File: config.mk
export PLATFORM = sky130hd
export DESIGN_NAME = uart_tx_ctrl_flat
export DESIGN_NICKNAME = d
export VERILOG_FILES = /design/src/rtl/uart_tx_ctrl_if.sv /design/src/rtl/uart_tx_ctrl.sv /design/src/flat_wrapper.sv
export SDC_FILE = /design/constraint.sdc
export NUM_CORES = 1
export LEC_CHECK = 0
export CAP_MARGIN = 25
export CORE_ASPECT_RATIO = 2
export CORE_UTILIZATION = 50
export CTS_CLUSTER_SIZE = 40
export DETAILED_ROUTE_END_ITERATION = 6
export PLACE_DENSITY = 0.85
export SLEW_MARGIN = 5
export SYNTH_ARGS = -nofsm -noshare
export SYNTH_HDL_FRONTEND = slang
export SYNTH_SLANG_ARGS = --single-unit
File: constraint.sdc
create_clock -name clk -period 1.85 [get_ports clk]
set_input_delay 0.37 -clock clk [delete_from_list [all_inputs] [get_ports clk]]
set_output_delay 0.37 -clock clk [all_outputs]
set_load 0.03 [all_outputs]
File: src/rtl/uart_tx_ctrl_if.sv
// Host-side byte handshake for the UART transmit controller.
//   tx_data    : byte to send, sampled on the handshake edge
//   tx_valid   : source has a byte
//   tx_ready   : controller can accept a byte
//   parity_en  : insert a parity bit for this frame
//   parity_odd : 1 = odd parity, 0 = even parity
//   stop2      : 1 = two stop bits
// master = byte source, slave = uart_tx_ctrl.
interface uart_tx_ctrl_if #(
    parameter int unsigned DATA_BITS = 8
);
    logic [DATA_BITS-1:0] tx_data;
    logic                 tx_valid;
    logic                 tx_ready;
    logic                 parity_en;
    logic                 parity_odd;
    logic                 stop2;

    modport master (
        output tx_data, tx_valid, parity_en, parity_odd, stop2,
        input  tx_ready
    );

    modport slave (
        input  tx_data, tx_valid, parity_en, parity_odd, stop2,
        output tx_ready
    );
endinterface

File: src/rtl/uart_tx_ctrl.sv
// UART transmit controller. Accepts one byte per valid/ready handshake and
// serialises start bit, DATA_BITS data bits (LSB first), optional parity
// and one or two stop bits. Bit timing counts SAMPLE en_sample pulses per bit.
//   clk       : system clock
//   reset_n   : synchronous active-low reset
//   en_sample : one-clk pulse at SAMPLE x baud rate
//   host      : byte handshake + per-frame config (DATA_BITS must match)
//   tx        : serial line, idles high
//   tx_busy   : frame in progress
//   tx_done   : one-clk pulse at the end of the final stop bit
module uart_tx_ctrl #(
    parameter int unsigned DATA_BITS = 8,
    parameter int unsigned SAMPLE    = 16
) (
    input  logic          clk,
    input  logic          reset_n,
    input  logic          en_sample,
    uart_tx_ctrl_if.slave host,
    output logic          tx,
    output logic          tx_busy,
    output logic          tx_done
);

    localparam int unsigned TW = (SAMPLE > 1) ? $clog2(SAMPLE) : 1;
    localparam int unsigned BW = $clog2(DATA_BITS);

    typedef enum logic [2:0] {
        IDLE,
        START,
        DATA,
        PARITY,
        STOP
    } state_e;

    state_e                 state_q,    state_d;
    logic [TW-1:0]          tick_cnt_q, tick_cnt_d;
    logic [BW-1:0]          bit_cnt_q,  bit_cnt_d;
    logic [DATA_BITS-1:0]   shreg_q,    shreg_d;
    logic                   parity_q,   parity_d;
    logic                   par_en_q,   par_en_d;
    logic                   stop2_q,    stop2_d;
    logic                   tx_q,       tx_d;
    logic                   ready_q,    ready_d;
    logic                   busy_q,     busy_d;
    logic                   done_q,     done_d;
    logic                   bit_end;

    assign bit_end       = en_sample && (tick_cnt_q == TW'(SAMPLE - 1));
    assign host.tx_ready = ready_q;
    assign tx            = tx_q;
    assign tx_busy       = busy_q;
    assign tx_done       = done_q;

    always_comb begin
        state_d    = state_q;
        tick_cnt_d = tick_cnt_q;
        bit_cnt_d  = bit_cnt_q;
        shreg_d    = shreg_q;
        parity_d   = parity_q;
        par_en_d   = par_en_q;
        stop2_d    = stop2_q;
        tx_d       = tx_q;
        ready_d    = ready_q;
        busy_d     = busy_q;
        done_d     = 1'b0;

        if (state_q != IDLE && en_sample) begin
            tick_cnt_d = bit_end ? '0 : tick_cnt_q + TW'(1);
        end

        unique case (state_q)
            IDLE: begin
                tick_cnt_d = '0;
                bit_cnt_d  = '0;
                tx_d       = 1'b1;
                ready_d    = 1'b1;
                busy_d     = 1'b0;
                if (host.tx_valid && ready_q) begin
                    shreg_d  = host.tx_data;
                    par_en_d = host.parity_en;
                    stop2_d  = host.stop2;
                    // Odd parity folds in as an inversion of the data XOR.
                    parity_d = (^host.tx_data) ^ host.parity_odd;
                    state_d  = START;
                    tx_d     = 1'b0;
                    ready_d  = 1'b0;
                    busy_d   = 1'b1;
                end
            end
            START: begin
                if (bit_end) begin
                    state_d   = DATA;
                    bit_cnt_d = '0;
                    tx_d      = shreg_q[0];
                end
            end
            DATA: begin
                if (bit_end) begin
                    if (bit_cnt_q == BW'(DATA_BITS - 1)) begin
                        bit_cnt_d = '0;
                        if (par_en_q) begin
                            state_d = PARITY;
                            tx_d    = parity_q;
                        end else begin
                            state_d = STOP;
                            tx_d    = 1'b1;
                        end
                    end else begin
                        // Shifting keeps the next bit at index 1, avoiding a
                        // variable bit select on the captured byte.
                        bit_cnt_d = bit_cnt_q + BW'(1);
                        shreg_d   = shreg_q >> 1;
                        tx_d      = shreg_q[1];
                    end
                end
            end
            PARITY: begin
                if (bit_end) begin
                    state_d   = STOP;
                    bit_cnt_d = '0;
                    tx_d      = 1'b1;
                end
            end
            STOP: begin
                if (bit_end) begin
                    // bit_cnt counts stop bits here; a second one only with stop2.
                    if (stop2_q && bit_cnt_q == '0) begin
                        bit_cnt_d = BW'(1);
                    end else begin
                        state_d   = IDLE;
                        bit_cnt_d = '0;
                        tx_d      = 1'b1;
                        ready_d   = 1'b1;
                        busy_d    = 1'b0;
                        done_d    = 1'b1;
                    end
                end
            end
            default: begin
                state_d = IDLE;
            end
        endcase
    end

    always_ff @(posedge clk) begin
        if (!reset_n) begin
            state_q    <= IDLE;
            tick_cnt_q <= '0;
            bit_cnt_q  <= '0;
            shreg_q    <= '0;
            parity_q   <= 1'b0;
            par_en_q   <= 1'b0;
            stop2_q    <= 1'b0;
            tx_q       <= 1'b1;
            ready_q    <= 1'b0;
            busy_q     <= 1'b0;
            done_q     <= 1'b0;
        end else begin
            state_q    <= state_d;
            tick_cnt_q <= tick_cnt_d;
            bit_cnt_q  <= bit_cnt_d;
            shreg_q    <= shreg_d;
            parity_q   <= parity_d;
            par_en_q   <= par_en_d;
            stop2_q    <= stop2_d;
            tx_q       <= tx_d;
            ready_q    <= ready_d;
            busy_q     <= busy_d;
            done_q     <= done_d;
        end
    end

endmodule

File: src/flat_wrapper.sv
// flat-port wrapper written by rule: the top's interface ports become plain ports
module uart_tx_ctrl_flat 
#(
    parameter int unsigned DATA_BITS = 8,
    parameter int unsigned SAMPLE    = 16
)
  (clk, reset_n, en_sample, tx, tx_busy, tx_done, host_tx_data, host_tx_valid, host_parity_en, host_parity_odd, host_stop2, host_tx_ready);
  uart_tx_ctrl_if #(.DATA_BITS(DATA_BITS)) host_i ();
  input  logic clk;
  input  logic reset_n;
  input  logic en_sample;
  output logic tx;
  output logic tx_busy;
  output logic tx_done;
  input wire logic [$bits(host_i.tx_data)-1:0] host_tx_data;
  input wire logic [$bits(host_i.tx_valid)-1:0] host_tx_valid;
  input wire logic [$bits(host_i.parity_en)-1:0] host_parity_en;
  input wire logic [$bits(host_i.parity_odd)-1:0] host_parity_odd;
  input wire logic [$bits(host_i.stop2)-1:0] host_stop2;
  output wire logic [$bits(host_i.tx_ready)-1:0] host_tx_ready;
  assign host_i.tx_data = host_tx_data;
  assign host_i.tx_valid = host_tx_valid;
  assign host_i.parity_en = host_parity_en;
  assign host_i.parity_odd = host_parity_odd;
  assign host_i.stop2 = host_stop2;
  assign host_tx_ready = host_i.tx_ready;
  uart_tx_ctrl #(.DATA_BITS(DATA_BITS), .SAMPLE(SAMPLE)) u_core (.clk(clk), .reset_n(reset_n), .en_sample(en_sample), .host(host_i), .tx(tx), .tx_busy(tx_busy), .tx_done(tx_done));
endmodule
* After elaboration in Yosys (flattened, before gate mapping)
Index checks and enable logic that the tools add are counted.
** Storage, ports and cells
- Memory bits (read-only) :: 0
- Input bits :: 15
- Output and inout port bits :: 4
- Latch bits :: 0
- Bits in writable memories :: 0
- Bits in registers :: 25
- Memories kept :: 0
** Cells by class
- Equal/unequal tests :: 15
- Shift operators :: 0
- $mul :: 0
- Reduce and logical (&&, ||, !) cells :: 21
- Div/mod/pow operators :: 0
- Order comparisons :: 0
- Add/subtract/negate cells :: 2
- Multiplexer cells :: 35
- Bitwise logic cells :: 2
** Operators by type and width (count)
- $mux W3 :: 12
- $mux W8 :: 3
- $pmux W8 S2 :: 1
- $pmux W3 S5 :: 1
- $ne A2 B1 Y1 const B :: 7
- $mux W1 :: 13
- $pmux W3 S4 :: 1
- $reduce_and A4 Y1 :: 2
- $reduce_xor A8 Y1 :: 1
- $reduce_and A7 Y1 :: 1
- $eq A3 B2 Y1 const B :: 2
- $eq A3 B3 Y1 const B :: 2
- $logic_not A3 Y1 :: 2
- $reduce_and A3 Y1 :: 2
- $reduce_and A6 Y1 :: 1
- $pmux W1 S5 :: 1
- $reduce_bool A5 Y1 :: 1
- $add A4 B1 Y4 const B :: 1
- $eq A4 B4 Y1 const B :: 1
- $logic_and A1 B1 Y1 :: 4
- $mux W4 :: 1
- $ne A2 B2 Y1 const B :: 2
- $pmux W1 S2 :: 2
- $reduce_bool A2 Y1 :: 2
- 8 further kinds :: 9

* Depth between registers and ports, before layout
Gate-level depths: netlist (run 1).
- Depth in word-level cells :: 5
- Gate-level depth with buffers :: 8
- Depth with buffers taken out :: 6

* Least setup slack after synthesis (run 1)
OpenSTA, ideal clock, no wires.
- Path type :: register -> register
- From :: register u_core.tick_cnt_q[0]
- To :: register u_core.shreg_q[0]
- Setup time :: 0.086 ns
- Path buffers :: 3
- Setup slack :: 0.165 ns
- Stages on the path, launching flop included :: 9
- Period minus slack after synthesis :: 1.685 ns
- Data arrival time :: 1.598 ns
- Required time :: 1.764 ns
- Path through :: dfxtp_1 > ha_1 > and4_1 > buf_6 > a31o_1 > buf_6 > and2_4 > buf_6 > a211oi_1
** Between the ends
- Longest elaborated chain between the ends :: 4
** Ends and longest elaborated chain
- start: declaration :: RTL line uart_tx_ctrl.sv:36 : logic [TW-1:0] tick_cnt_q, tick_cnt_d;
- start signal: assignment :: RTL line uart_tx_ctrl.sv:160 : tick_cnt_q <= tick_cnt_d;
- $eq A4 B4 Y1 :: RTL line uart_tx_ctrl.sv:48 : assign bit_end = en_sample && (tick_cnt_q == TW'(SAMPLE - 1));
- $logic_and A1 B1 Y1 :: RTL line uart_tx_ctrl.sv:48
- $ne A2 B1 Y1 (no source line)
- $reduce_and A4 Y1 (no source line)
- end signal: assignment :: RTL line uart_tx_ctrl.sv:162 : shreg_q <= shreg_d;
- end: declaration :: RTL line uart_tx_ctrl.sv:38 : logic [DATA_BITS-1:0] shreg_q, shreg_d;
No other way between the ends.
A chain may end at the register's enable or synchronous reset.

* Worst setup path after layout (run 1)
- From :: register u_core.ready_q (netlist: u_core.host.tx_ready)
- To :: output port host_tx_ready
** RTL lines
- start: declaration :: RTL line uart_tx_ctrl.sv:43 : logic ready_q, ready_d;
- start signal: assignment :: RTL line uart_tx_ctrl.sv:167 : ready_q <= ready_d;
- end: declaration :: RTL line flat_wrapper.sv:20 : output wire logic [$bits(host_i.tx_ready)-1:0] host_tx_ready;
No word-level cell between the ends.

==> impl_metrics.toml, run 1 <==
[setup_path]
critPathRequiredTime_ns = 1.48
slowest_delay_ns = 0.70
crit_fanout = 5
critPathBufInv = 1
cp.depth = 1
endpoint = "host_tx_ready"
worst-setup-path-type = "reg -> out"
cp-end-kind = "primary output"
cp_data_arrival_time_ns = 1.37
start_kind = "flip-flop"
cp_top_family = "buffers and inverters"
timing.rr.end = "u_core.state_q[0]$_SDFFE_PN0P_"
cp-startpoint = "u_core.host.tx_ready$_SDFFE_PN0P_"
r2r_setup_slack_ns = 0.14
timing.rr.start = "u_core.bit_cnt_q[1]$_SDFFE_PN0P_"
r2r_cells = 6
crit_chain = "clkdlybuf4s50_1"
critPathSlowestCell = "clkdlybuf4s50_1"

[final_layout]
syn2layout_area_growth_pct = 25.29
final_cell_mix = "dfxtp_1, buf_4, a21oi_1, clkdlybuf4s50_1, nor2_1"
finalNetCount = 211
final_cells = 219
layout_commonest_cell = "dfxtp_1"
drive_above_1_share_pct = 19.47
diodes = 0

[logic_synthesis]
mappedNetlistArea_um2 = 1425
ys_ff_latch = 25
ys_seq_area_share_pct = 35.12
async_flop_share_pct = 0
synth_edf_count = 0
synthCells = 155
synth_nets = 175
syn_avg_cell_area_um2 = 9.194
ys.warnings.count = 0
synth-main-ff-cell = "dfxtp_1"
ys_types = 47

[place]
port_buffers = 18
place_congestion = 1.007
dp_cells = 214
hpwl_mm = 2.872

[cts]
clock-sinks = 25
clk_pin_slew_ns = 0.08
h-tree-depth = 1
insertion_delay_ns = 0.27
cts_buffers = 3
cts_tree = "done"
cts.path.max_buffers = 2
clockRootBuffer = "clkbuf_8"

[route]
vias = 1329
post_drt_wl_per_cell_um = 16.63
drcViolationCount = 0
drtAntennaViolNets = 0
drt_first_pass_iters = 4
via_per_inst = 6.068
drt-total-wl_mm = 3.642
dr.first_iter.drc_count = 37

[floorplanning]
num_rows = 27
start_util_pct = 52.08
die_height_um = 77.50
die-area_um2 = 3081
io_pins = 19
die_x_um = 39.75
coreArea_um2 = 2736

[global_route]
grt_pass1_wl_mm = 5.782
grt_pass1_vias = 1361
overflow = 0
grt_max_degree = 14
grt.total_usage_pct = 25.87
antenna_found_initial = 0

[sta]
finalCriticalPeriod_ns = 1.739
fin_hold_ws_ns = 0.4936
relSlewSlack_pct = 62.61
clock.fmax_mhz = 575.0
setup_viol = 0
finalCritPeriodShare_pct = 94.01
finalSetupTns_ns = 0
finalClockSkew_ns = 0.006750
worst_pin_slew_ns = 0.5609
hold_viol = 0
slew_viol_final = 0
rsz0062_at_grt = "false"

[pwr]
pwr-share-comb_pct = 31.4
swShare_pct = 30.56
sequentialPowerShare_pct = 45.6
internal_power_mw = 0.9579
vdd_drop_max_mv = 0.5700
p_per_area_nw_per_um2 = 772.6
power_leakage_nw = 0.7038
switchingPower_mw = 0.4215
p_clk_share_pct = 23.1
finalPower_mw = 1.379

[run]
cap_violations = 0

[run_status]
status = "finished, final reports clean"

[worst_hold_path]
worst_hold_path_type = "reg -> reg"
==> worst register-to-register path, cell delays in order, from the launching register on <==
cell       delay, ns
dfxtp_1         0.36
ha_1            0.19
ha_1            0.18
a2111oi_0       0.11
buf_4           0.16
or4b_1          0.50
a21oi_1         0.14
==> sequential cells by signal (all words and copies together) (netlist names) <==
signal,count
u_core.shreg_q,8
u_core.tick_cnt_q,4
u_core.bit_cnt_q,3
u_core.state_q,3
u_core.host.tx_ready,1
u_core.par_en_q,1
u_core.parity_q,1
u_core.stop2_q,1
u_core.tx,1
u_core.tx_busy,1
u_core.tx_done,1
==> power groups by stage <==
stage | Clock, mW | Sequential [mW] | Combinational, mW
final | 0.318 | 0.628 | 0.433
after global routing | 0.342 | 0.633 | 0.466
after floorplan | 0 | 0.644 | 0.256
after global placement | 0 | 0.638 | 0.402
after detailed placement | 0 | 0.640 | 0.423
after CTS | 0.326 | 0.628 | 0.425
==> repair_timing <==
action                                  in CTS  in global routing
hold buffers                                 0                  0
resized for setup                            0                  1
buffers inserted                             0                  1
endpoints found under the setup margin       0                  1
hold endpoints to repair                     0                  0
==> how the worst min path moves through the flow <==
stage | startpoint | end | slack (ns) | cells past startpoint
global route | u_core.stop2_q$_SDFFE_PN0P_ | u_core.stop2_q$_SDFFE_PN0P_ | 0.52 | 2
global placement | u_core.tx_busy$_SDFFE_PN0P_ | u_core.tx_busy$_SDFFE_PN0P_ | 0.46 | 2
CTS | u_core.tx_busy$_SDFFE_PN0P_ | u_core.tx_busy$_SDFFE_PN0P_ | 0.50 | 2
floorplan | u_core.bit_cnt_q[1]$_SDFFE_PN0P_ | u_core.bit_cnt_q[1]$_SDFFE_PN0P_ | 0.46 | 2
finish | u_core.tx_busy$_SDFFE_PN0P_ | u_core.tx_busy$_SDFFE_PN0P_ | 0.49 | 2
detailed placement | u_core.tx_busy$_SDFFE_PN0P_ | u_core.tx_busy$_SDFFE_PN0P_ | 0.47 | 2
==> routing by layer <==
| layer | track usage [%] | up-vias | share of wire [%] |
|---|---|---|---|
| met3 | 3.429 | 17 | 3.4 |
| met5 | 0 | - | 0 |
| met4 | 15.86 | 0 | 4.8 |
| met1 | 24.36 | 625 | 36 |
| met2 | 46.72 | 49 | 55 |
| li1 | - | 638 | - |
==> per-stage QoR <==
stage	instance area, µm²	setup WS, ns	utilization (%)
finish	1785	0.1109	65.25
global route	1785	0.03041	65.25
CTS	1777	0.09484	64.93
detailed placement	1732	-0.1161	63.28
global placement	1732	-0.05496	63.28
floorplan	1425	0.1653	-
==> cell type report <==
type	count	area, µm²
flip-flops and latches	25	501.7
repair buffers	40	345.3
fillers	230	950.9
well taps	29	36.28
clock buffers	4	45.04
multi-input cells	114	830.8
inverters	7	26.28
==> kinds of logic after synthesis <==
kind of cell	share of synthesized area [%]
simple gates	18.09
buf+inv	6.584
mux	7.814
xor+xnor	5.882
compound gates	21.42
flops	35.12
fa+ha+maj	5.092
==> Yosys cell counts (4+ instances only) <==
cell / count / area, µm²
a211oi_1: 4 / 30.03
a211oi_2: 4 / 50.05
a21oi_1: 18 / 90.09
buf_6: 4 / 45.04
dfxtp_1: 25 / 500.5
ha_1: 5 / 62.56
inv_1: 6 / 22.52
mux2i_1: 10 / 100.1
nand2_1: 6 / 22.52
nand4_1: 4 / 25.02
nor2_1: 11 / 41.29
nor3_1: 5 / 25.02
o21ai_0: 5 / 25.02
xor2_1: 4 / 35.03
No activity file was read; power rests on OpenSTA's default activity.
==> run 2: changes to the inputs <==
- CORE_ASPECT_RATIO: 2 -> 1.1
- CORE_UTILIZATION: 50 -> 54
- PLACE_DENSITY: 0.85 -> 0.9
==> run 2 against run 1 <==
Sequential power grew 0.6%; worst hold slack lost 0.013 ns; global-route usage shrank 1.4 points; highest routed layer unchanged; design area shrank 2.9%; clock power shrank 23%; clock skew shrank 0.0015 ns; combinational power shrank 8.1%; sequential cell count is the same; first-iteration DRC count shrank 32%; non-clock buffer count shrank 5.
==> impl_metrics.toml, run 2 (synthesis results as in run 1) <==
[run_status]
status = "finished, final reports clean"

[setup_path]
cp-end-kind = "flip-flop"
critPathBufInv = 1
timing.rr.end = "u_core.state_q[2]$_SDFFE_PN0P_"
cp_data_arrival_time_ns = 1.99
r2r_setup_slack_ns = 0.12
crit_chain = "ha_1 > ha_1 > a2111oi_1 > buf_4 > or4_1 > a21oi_1"
worst-setup-path-type = "reg -> reg"
timing.rr.start = "u_core.bit_cnt_q[0]$_SDFFE_PN0P_"
crit_fanout = 4
cpMostUsedCell = "ha_1"
slowest_delay_ns = 0.50
start_kind = "flip-flop"
r2r_cells = 6
critPathSlowestCell = "or4_1"
critPathRequiredTime_ns = 2.11
cp_top_family = "simple AND/OR/NAND/NOR gates"

[final_layout]
reg_top3 = "u_core.shreg_q: 8 flops, u_core.tick_cnt_q: 4 flops"
diodes = 0
finalNetCount = 206
layout_commonest_cell = "dfxtp_1"
largest_reg_flops = 8
syn2layout_area_growth_pct = 21.69
final_cell_mix = "dfxtp_1, a21oi_1, clkdlybuf4s50_1, buf_4, nor2_1"
largest-register = "u_core.shreg_q"
drive_above_1_share_pct = 16.76

[floorplanning]
die_x_um = 50.98
coreArea_um2 = 2496
num_rows = 19
die_height_um = 55.88
die-area_um2 = 2849
start_util_pct = 57.09
io_pins = 19

[route]
drt-total-wl_mm = 3.151
post_drt_wl_per_cell_um = 14.59
top_layer = "met4"
wl_met2_mm = 1.507
drt-met1-wl_mm = 1.374
drtAntennaViolNets = 0
drcViolationCount = 0
wl_met3_um = 177
drt_first_pass_iters = 4
via_per_inst = 5.870
vias = 1268
dr.first_iter.drc_count = 25

[cts]
cts_tree = "done"
clock-sinks = 25
h-tree-depth = 1
cts-resized-gates = 0
cts_buffers = 3
insertion_delay_ns = 0.32
clockRootBuffer = "clkbuf_4"
postCtsSetupBuffers = 0
clk_pin_slew_ns = 0.13
cts_hold_buf = 0
cts.path.max_buffers = 2

[sta]
setup_viol = 0
relSlewSlack_pct = 63.10
worst_pin_slew_ns = 0.5493
finalSetupTns_ns = 0
fin_hold_ws_ns = 0.4804
clock.fmax_mhz = 578.1
finalClockSkew_ns = 0.005272
finalCritPeriodShare_pct = 93.51
hold_viol = 0
finalCriticalPeriod_ns = 1.730
slew_viol_final = 0
finalWorstSetupSlack_ns = 0.1201
rsz0062_at_grt = "false"

[worst_hold_path]
worst_hold_path_type = "reg -> reg"
hold_path_depth = 2
holdPathEnd = "u_core.tx_busy$_SDFFE_PN0P_"
hp-start = "u_core.tx_busy$_SDFFE_PN0P_"

[place]
port_buffers = 18
place_ws_ns = -0.1353
hpwl_mm = 2.372
place_congestion = 0.9421

[global_route]
grt_pass1_wl_mm = 5.202
overflow = 0
grt_pass1_vias = 1236
grt_max_degree = 14
grt.total_usage_pct = 24.48
antenna_found_initial = 0

[pwr]
power_leakage_nw = 0.6814
p_per_area_nw_per_um2 = 735.6
vdd_drop_max_mv = 0.5743
finalPower_mw = 1.276

[run]
cap_violations = 0
-- run 2: changes by cell type in the layout (fill, tap and decap cells not counted), sizes merged --
cell           previous run  this run
buf                      22        17
clkdlybuf4s50            18        17
dlymetal6s2s              0         1
-- run 2: worst max-delay path by stage --
stage / start / to / slack, ns / depth (start not counted)
floorplan: u_core.tick_cnt_q[0]$_SDFFE_PP0P_ / u_core.shreg_q[0]$_SDFFE_PN0P_ / 0.17 / 8
global route: u_core.state_q[0]$_SDFFE_PN0P_ / u_core.host.tx_ready$_SDFFE_PN0P_ / 0.04 / 4
CTS: u_core.host.tx_ready$_SDFFE_PN0P_ / host_tx_ready / 0.03 / 1
global placement: en_sample / u_core.tx$_SDFFE_PN1P_ / -0.07 / 6
detailed placement: en_sample / u_core.tx$_SDFFE_PN1P_ / -0.14 / 6
finish: u_core.bit_cnt_q[0]$_SDFFE_PN0P_ / u_core.state_q[2]$_SDFFE_PN0P_ / 0.12 / 6
-- run 2: power breakdown --
part / internal (mW) / switching [mW] / leakage (nW)
clock network: 0.0845 / 0.161 / 0.0150
logic: 0.205 / 0.193 / 0.463
registers: 0.587 / 0.0454 / 0.204
-- run 2: layer usage --
layer / vias to the layer above / track usage, %
met1: 590 / 28.82
li1: 629 / -
met3: 9 / 3.552
met5: - / 0
met2: 40 / 40.60
met4: 0 / 15.48
-- run 2: final cells by class --
cell class,count,area [µm²]
clock buffers,4,26.28
fillers,199,762.0
flip-flops and latches,25,500.5
repair buffers,35,310.3
multi-input cells,114,832.0
inverters,7,26.28
well taps,31,38.79
-- run 2: per-stage QoR --
stage | cells | instance area (µm²) | utilization, %
2_1_floorplan | 155 | 1425 | -
4_1_cts | 216 | 1730 | 69.32
5_1_grt | 216 | 1734 | 69.47
6_report | 216 | 1734 | 69.47
3_3_place_gp | 212 | 1704 | 68.27
3_5_place_dp | 212 | 1704 | 68.27
-- run 2: tightest hold or removal path, stage by stage, from the launching register on --
cell	delay, ns
dfxtp_1	0.33
o31ai_1	0.06
a21oi_1	0.06
==> run 3: changes to the inputs <==
- REMOVE_ABC_BUFFERS: not set -> 1
- SLEW_MARGIN: 5 -> not set
==> run 3 against run 2 <==
Via count is 1.7% lower; sequential power is 2% lower; global-route usage is 0.79 points lower; critical path depth is 1 higher; clock skew is 0.0027 ns higher.
==> impl_metrics.toml, run 3 (synthesis results as in run 1) <==
[global_route]
grt.total_usage_pct = 23.69
overflow = 0
grt_pass1_wl_mm = 5.161
grt_pass1_vias = 1208
grt_max_degree = 14
antenna_found_initial = 0

[cts]
insertion_delay_ns = 0.32
cts_tree = "done"
cts_hold_buf = 0
h-tree-depth = 1
cts.path.max_buffers = 2
clk_pin_slew_ns = 0.14
clock-sinks = 25
clockRootBuffer = "clkbuf_4"
cts_buffers = 3

[run_status]
status = "finished, final reports clean"

[setup_path]
critPathBufInv = 2
worst-setup-path-type = "reg -> reg"
crit_fanout = 4
crit_chain = "inv_1 > ha_1 > nand3b_1 > nor3_1 > buf_4 > or4b_1 > a21oi_2"
slowest_delay_ns = 0.56
cp_top_family = "simple AND/OR/NAND/NOR gates"
critPathRequiredTime_ns = 2.12
cp-end-kind = "flip-flop"
start_kind = "flip-flop"
critPathSlowestCell = "or4b_1"
cp_data_arrival_time_ns = 2.02

[final_layout]
multi_input_area_um2 = 837.1
layout_commonest_cell = "dfxtp_1"
stdcell_area_um2 = 1734
seq_area_um2 = 503.0
largest-register = "u_core.shreg_q"
drive_above_1_share_pct = 18.48
diodes = 0
finalNetCount = 205
fillerInstances = 203
reg_top3 = "u_core.shreg_q: 8 flops, u_core.tick_cnt_q: 4 flops"
final_cells = 215
syn2layout_area_growth_pct = 21.69
fin_util_pct = 69.47
largest_reg_flops = 8
final_cell_mix = "dfxtp_1, a21oi_1, clkdlybuf4s50_1, buf_4, nor2_1"

[sta]
setup_viol = 0
finalClockSkew_ns = 0.008004
clock.fmax_mhz = 571.1
relSlewSlack_pct = 65.61
finalSetupTns_ns = 0
finalCritPeriodShare_pct = 94.65
finalCriticalPeriod_ns = 1.751
fin_hold_ws_ns = 0.4959
worst_pin_slew_ns = 0.5159
rsz0062_at_grt = "false"
hold_viol = 0
slew_viol_final = 0
finalWorstSetupSlack_ns = 0.09891

[route]
via_per_inst = 5.800
drcViolationCount = 0
drt_first_pass_iters = 4
vias = 1247
post_drt_wl_per_cell_um = 14.39
drt-total-wl_mm = 3.094
drtAntennaViolNets = 0
dr.first_iter.drc_count = 20

[worst_hold_path]
worst_hold_path_type = "reg -> reg"

[floorplanning]
die_x_um = 50.98
die_height_um = 55.88
die-area_um2 = 2849
num_rows = 19
coreArea_um2 = 2496
io_pins = 19
start_util_pct = 57.09

[pwr]
vdd_drop_max_mv = 0.4952
finalPower_mw = 1.282
p_per_area_nw_per_um2 = 739.5
power_leakage_nw = 0.6756

[place]
dp_cells = 211
port_buffers = 18
place_ws_ns = -0.1361
hpwl_mm = 2.492
place_congestion = 0.9178
placedInstanceArea_um2 = 1697

[run]
cap_violations = 0
## run 3: cell types whose count changed in the layout (fill, tap and decap cells not counted)
cell       change
dfxtp_1        -2
dfxtp_2        +2
a2111oi_0      +1
a2111oi_1      -1
a21oi_1        -1
a21oi_2        +1
buf_4          -1
ha_1           -1
ha_2           +1
## run 3: final timing paths
| kind | cells past startpoint | slack, ns | endpoint | start |
|---|---|---|---|---|
| max reg2reg | 7 | 0.1 | u_core.state_q[0]$_SDFFE_PN0P_ | u_core.bit_cnt_q[0]$_SDFFE_PN0P_ |
| max | 7 | 0.1 | u_core.state_q[0]$_SDFFE_PN0P_ | u_core.bit_cnt_q[0]$_SDFFE_PN0P_ |
| min | 2 | 0.50 | u_core.tx_busy$_SDFFE_PN0P_ | u_core.tx_busy$_SDFFE_PN0P_ |
| min reg2reg | 2 | 0.50 | u_core.tx_busy$_SDFFE_PN0P_ | u_core.tx_busy$_SDFFE_PN0P_ |
## run 3: tightest hold or removal path, stage by stage, from the launching register on
cell and delay (ns):
dfxtp_1 0.34, o31ai_1 0.06, a21oi_1 0.07
## run 3: area by class of cell
class / instances / share of cell area, %
Sequential cell: 25 / 29.00
Tap cell: 31 / 2.237
Timing Repair Buffer: 34 / 17.46
Multi-Input combinational cell: 114 / 48.27
Clock buffer: 4 / 1.515
Inverter: 7 / 1.515
## run 3: metal layers
| layer | up-vias | wire (µm) | GRT usage [%] |
|---|---|---|---|
| li1 | 627 | - | - |
| met1 | 577 | 1367 | 29.33 |
| met2 | 35 | 1538 | 40.60 |
| met3 | 8 | 98 | 3.005 |
| met4 | 0 | 90 | 9.524 |
| met5 | - | 0 | 0 |
## run 3: where the power goes
part,leakage (nW),internal [mW],switching (mW)
Sequential,0.205,0.587,0.0333
Combinational,0.456,0.209,0.208
Clock,0.0150,0.0843,0.160
Total,0.676,0.881,0.402
## run 3: what timing repair did
action / 4_1_cts / 5_1_grt
setup endpoints to repair: 0 / 3
buffers inserted: 0 / 0
resized for setup: 0 / 5
